## src/rtl/axil_master_pkg.sv

```systemverilog
// Shared types and AXI response codes for the AXI4-Lite configuration master.
package axil_master_pkg;

  typedef enum logic [2:0] {
    IDLE    = 3'd0,
    WR_REQ  = 3'd1,
    WR_RESP = 3'd2,
    RD_REQ  = 3'd3,
    RD_RESP = 3'd4,
    RSP     = 3'd5
  } state_t;

  localparam logic [1:0] AXI_OKAY   = 2'b00;
  localparam logic [1:0] AXI_EXOKAY = 2'b01;
  localparam logic [1:0] AXI_SLVERR = 2'b10;
  localparam logic [1:0] AXI_DECERR = 2'b11;

endpackage

```

## src/rtl/axil_cfg_master.sv

```systemverilog
// AXI4-Lite master: one register command in, one AXI transaction out, one response back.
// Every channel uses valid/ready: a transfer happens on a clock edge where both are high,
// and a valid, once raised, holds with stable payload until that transfer.
module axil_cfg_master
  import axil_master_pkg::*;
#(
  parameter int ADDR_WIDTH     = 13,
  parameter int DATA_WIDTH     = 32,
  parameter int TIMEOUT_CYCLES = 256
) (
  input  logic                  clk,
  input  logic                  reset,
  input  logic                  cmd_valid,
  output logic                  cmd_ready,
  input  logic                  cmd_write,
  input  logic [ADDR_WIDTH-1:0] cmd_addr,
  input  logic [DATA_WIDTH-1:0] cmd_wdata,
  output logic                  rsp_valid,
  input  logic                  rsp_ready,
  output logic [DATA_WIDTH-1:0] rsp_rdata,
  output logic [1:0]            rsp_resp,
  output logic                  rsp_timeout,
  output logic                  busy,
  output logic [2:0]            dbg_state,
  output logic [ADDR_WIDTH-1:0] awaddr,
  output logic                  awvalid,
  input  logic                  awready,
  output logic [DATA_WIDTH-1:0] wdata,
  output logic                  wvalid,
  input  logic                  wready,
  input  logic [1:0]            bresp,
  input  logic                  bvalid,
  output logic                  bready,
  output logic [ADDR_WIDTH-1:0] araddr,
  output logic                  arvalid,
  input  logic                  arready,
  input  logic [DATA_WIDTH-1:0] rdata,
  input  logic [1:0]            rresp,
  input  logic                  rvalid,
  output logic                  rready
);

  localparam int CW = (TIMEOUT_CYCLES > 0) ? $clog2(TIMEOUT_CYCLES + 1) : 1;
  localparam logic [CW-1:0] CNT_MAX  = CW'(TIMEOUT_CYCLES);
  localparam logic [CW-1:0] CNT_LAST = CW'(TIMEOUT_CYCLES - 1);

  state_t        state, state_n;
  logic [CW-1:0] cnt;
  logic          expire, tmo_hit, aw_left, w_left;

  assign cmd_ready = (state == IDLE);
  assign dbg_state = state;

  always_ff @(posedge clk or posedge reset) begin
    if (reset) state <= IDLE;
    else       state <= state_n;
  end

  always_comb begin
    state_n = state;
    tmo_hit = 1'b0;
    aw_left = awvalid && !awready;
    w_left  = wvalid && !wready;
    expire  = (TIMEOUT_CYCLES != 0) && (cnt == CNT_LAST);
    case (state)
      IDLE:    if (cmd_valid) state_n = cmd_write ? WR_REQ : RD_REQ;
      WR_REQ: begin
        if (!aw_left && !w_left) state_n = WR_RESP;
        else if (expire) begin state_n = RSP; tmo_hit = 1'b1; end
      end
      WR_RESP: begin
        if (bvalid) state_n = RSP;
        else if (expire) begin state_n = RSP; tmo_hit = 1'b1; end
      end
      RD_REQ: begin
        if (arready) state_n = RD_RESP;
        else if (expire) begin state_n = RSP; tmo_hit = 1'b1; end
      end
      RD_RESP: begin
        if (rvalid) state_n = RSP;
        else if (expire) begin state_n = RSP; tmo_hit = 1'b1; end
      end
      RSP:     if (rsp_ready) state_n = IDLE;
      default: state_n = IDLE;
    endcase
  end

  // Cycles spent in the current wait state; restarts on every state change.
  always_ff @(posedge clk or posedge reset) begin
    if (reset) cnt <= '0;
    else if (state_n != state) cnt <= '0;
    else if (state != IDLE && state != RSP && cnt != CNT_MAX) cnt <= cnt + 1'b1;
  end

  // Outputs are registered from the next state so they line up with the state register.
  always_ff @(posedge clk or posedge reset) begin
    if (reset) begin
      awvalid     <= 1'b0;
      wvalid      <= 1'b0;
      arvalid     <= 1'b0;
      bready      <= 1'b0;
      rready      <= 1'b0;
      rsp_valid   <= 1'b0;
      busy        <= 1'b0;
      awaddr      <= '0;
      araddr      <= '0;
      wdata       <= '0;
      rsp_rdata   <= '0;
      rsp_resp    <= AXI_OKAY;
      rsp_timeout <= 1'b0;
    end else begin
      awvalid   <= (state_n == WR_REQ) && ((state == IDLE) || aw_left);
      wvalid    <= (state_n == WR_REQ) && ((state == IDLE) || w_left);
      arvalid   <= (state_n == RD_REQ);
      bready    <= (state_n == WR_RESP);
      rready    <= (state_n == RD_RESP);
      rsp_valid <= (state_n == RSP);
      busy      <= (state_n != IDLE);
      if (state == IDLE && cmd_valid) begin
        if (cmd_write) begin
          awaddr <= cmd_addr;
          wdata  <= cmd_wdata;
        end else begin
          araddr <= cmd_addr;
        end
        rsp_timeout <= 1'b0;
      end
      if (tmo_hit) begin
        rsp_timeout <= 1'b1;
        rsp_resp    <= AXI_SLVERR;
        rsp_rdata   <= '0;
      end else if (state == WR_RESP && bvalid) begin
        rsp_resp  <= bresp;
        rsp_rdata <= '0;
      end else if (state == RD_RESP && rvalid) begin
        rsp_resp  <= rresp;
        rsp_rdata <= rdata;
      end
    end
  end

endmodule

```

## config.mk

```make
export PLATFORM = sky130hd
export DESIGN_NAME = axil_cfg_master
export DESIGN_NICKNAME = d
export VERILOG_FILES = /design/src/rtl/axil_master_pkg.sv /design/src/rtl/axil_cfg_master.sv
export SDC_FILE = /design/constraint.sdc
export NUM_CORES = 1
export LEC_CHECK = 0
export ABC_AREA = 1
export CORE_MARGIN = 2
export CORE_UTILIZATION = 40
export DETAILED_ROUTE_END_ITERATION = 10
export PLACE_DENSITY = 0.75
export SLEW_MARGIN = 20
export SYNTH_ARGS = -nofsm -noshare
export SYNTH_HDL_FRONTEND = slang
export SYNTH_SLANG_ARGS = --single-unit
```

## constraint.sdc

```tcl
create_clock -name clk -period 5.35 [get_ports clk]
set_input_delay 1.07 -clock clk [delete_from_list [all_inputs] [get_ports clk]]
set_output_delay 1.07 -clock clk [all_outputs]
set_load 0.005 [all_outputs]
```

==> results.yml <==
clock_tree:
  tritoncts: "built"
  h-tree-depth: 3
  cts_hold_buffers: 0
  cts_resized: 0
  worstSkewPairLatency_ns: 0.34
  numCtsBuffers: 9
  root_buffer: "clkbuf_16"
  clkSlewWorstSetupHoldPaths_ns: 0.07
  clk_path_buf_depth: 2
  clock_sinks: 112
  postCtsSetupRepairBufs: 0
synthesis:
  yosys_warnings: 0
  synth_area_um2: 4800
  syn-num-nets: 535
  ys_seq_area_share_pct: 58.4
  synth_enable_flop_cells: 0
  synthTopCellsByCount: "112 x dfrtp_1, 107 x nand2_1, 40 x mux2_1"
  synth.top_cell.area_share_pct: 58.4
  synthFlopType: "dfrtp_1"
  synthTopCellsByArea: "dfrtp_1 58%, mux2_1 9.4%, nand2_1 8.4%"
  synthArstFlopShare_pct: 100
  synth.distinct_cells: 30
  ys_seq_elements: 112
  syn_avg_cell_area_um2: 10.9
  synth_area_leader_cell: "dfrtp_1"
  synth_most_common_cell: "dfrtp_1"
  synth_cells: 441
worst_setup_path:
  worst_path_max_delay_cell: "clkdlybuf4s50_1"
  crit_chain: "nor2_2 -> nand2_2 -> inv_1 -> clkdlybuf4s50_1"
  r2r_slack_ns: 2.81
  cpPeakStageDelay_ns: 0.50
  r2r_end: "rsp_rdata[31]$_DFFE_PP0P_"
  rr_startpoint: "cnt[0]$_DFFE_PP0P_"
  path_class: "reg -> out"
  cp_max_fo: 8
  rr_worst_depth: 11
  cp-startpoint: "dbg_state[0]$_DFF_PP0_"
  cp.required_ns: 4.28
  worstPathArrival_ns: 1.73
  end_kind: "output pin"
  start_kind: "register"
floorplanning:
  start_util_pct: 40.5
  die_y_um: 114
  die_w_um: 114
  io_pins: 195
  num_rows: 40
  die-area_um2: 12900
  core-area_um2: 11900
detailed_routing:
  vias_per_cell: 4.87
  wl_mm: 11.7
  dr.pass1.iters: 4
  top_layer: "met4"
  drt_iter0_markers: 132
  drc: 0
  detail-route-antenna-nets: 0
  met1Wirelength_mm: 4.95
  wl_met2_mm: 5.54
  wl_per_cell_um: 14.9
  via_count: 3829
  dr_wl_met3_um: 982
worst_hold_path:
  whs_path_depth: 1
  min_path_type: "reg -> reg"
  min_to: "awaddr[6]$_DFFE_PP0P_"
  hold_start: "awaddr[6]$_DFFE_PP0P_"
sta:
  max_freq_mhz: 357
  relSlewSlack_pct: 37.9
  hold_violations: 0
  fin_crit_sh_pct: 52.4
  fin_tns_setup_ns: 0
  fin_skew_ns: 0.00657
  finalSetupViolations: 0
  drv_slew: 0
  worst_pin_slew_ns: 0.932
  finalCriticalPeriod_ns: 2.80
  rsz0062_at_grt: "false"
finish:
  fillerInstances: 1013
  antenna_cells: 0
  fin_util_pct: 60.2
  drive_gt1_share_pct: 11.3
  syn2layout_area_growth_pct: 48.8
  layoutNonFillerInstCount: 786
  nNetsFinal: 728
pwr:
  power_mw: 3.79
  p_leak_nw: 3.09
  vdd_drop_max_uv: 241
  p_per_area_nw_per_um2: 531
grt:
  grt_max_degree: 79
  overflow: 0
  grt_pass1_wl_mm: 18.9
  antenna_found_initial: 0
  grtUsageTotal_pct: 18.3
  grt_pass1_vias: 3841
flow_run:
  max_cap_violations: 0
placed_design:
  dp.cells: 770
  gp_congestion: 0.875
  port_buffers: 194
  hpwlAfterDp_mm: 8.69
outcome:
  status: "finished clean"
-- sequential cells by signal (all words and copies together), names as in the netlist, 2 cells and up --
| name | cells |
|---|---|
| cnt | 9 |
| dbg_state | 3 |
| awaddr | 13 |
| rsp_rdata | 32 |
| wdata | 32 |
| rsp_resp | 2 |
| araddr | 13 |
-- per-layer routing --
metal	up-vias	global-route usage, %
met2	170	29.8
li1	1816	-
met3	18	4.89
met5	-	0
met1	1825	23.8
met4	0	6.59
-- cell usage in the layout, fill, tap and decap left out, types with 3 or more instances in the layout --
| master | instances |
|---|---|
| nor2_2 | 4 |
| nand4_1 | 3 |
| xor2_1 | 4 |
| a21oi_1 | 23 |
| ha_1 | 3 |
| a21oi_2 | 13 |
| mux2_2 | 18 |
| clkbuf_16 | 9 |
| clkdlybuf4s50_1 | 194 |
| nor2_1 | 32 |
| dfrtp_1 | 112 |
| o21ai_0 | 7 |
| mux2_1 | 40 |
| inv_2 | 5 |
| nand2_1 | 107 |
| nand2_2 | 4 |
| inv_1 | 25 |
| nor3_1 | 3 |
| nand3_1 | 10 |
-- through the flow --
step	hold WS, ns	setup slack (ns)	cell area [um2]
3_5_place_dp	0.474	2.30	6840
2_1_floorplan	0.473	1.32	4800
6_report	0.485	2.55	7140
4_1_cts	0.490	2.54	7140
5_1_grt	0.506	2.42	7140
3_3_place_gp	0.467	2.37	6840
-- critical path, delay by kind of cell (launching register included) --
kind                   cells  cell delay, ns
buffers and inverters      2            0.61
flip-flops                 1            0.49
AND/OR/NAND/NOR            2            0.30
-- kinds of logic (layout without fill, tap and decap cells) --
kind of cell	after synthesis	in the layout	share of synthesized area, %
AOI/OAI and AO/OA	47	47	6.07
and+or+nand+nor	169	169	15.3
buffers and inverters	46	244	4.77
xor gates and xnor gates	6	6	1.09
muxes	58	58	13.6
adders and majority gates	3	3	0.782
DFF	112	112	58.4
-- power by group --
part / leakage (nW) / internal (mW) / switching (mW)
Sequential: 1.41 / 1.23 / 0.218
Combinational: 1.53 / 1.01 / 0.664
Clock: 0.149 / 0.378 / 0.300
-- final cells by class --
type	count	area, um2	share of cell area [%]
clock buffer	10	239	3.35
clock inverter	6	65.1	0.911
inverter	32	125	1.75
multi-input combinational	283	1770	24.8
sequential	112	2800	39.2
tap	147	184	2.58
timing repair buffer	196	1960	27.4
-- how the worst max path moves through the flow --
stage	end	slack, ns	cells past startpoint
after floorplan	araddr[0]$_DFFE_PP0P_	1.32	1
after global placement	rsp_rdata[10]$_DFFE_PP0P_	2.37	9
final	cmd_ready	2.55	4
after CTS	cmd_ready	2.54	4
after detailed placement	rsp_rdata[10]$_DFFE_PP0P_	2.30	9
after global routing	rsp_rdata[13]$_DFFE_PP0P_	2.42	9
No activity file was read; power rests on OpenSTA's default activity.
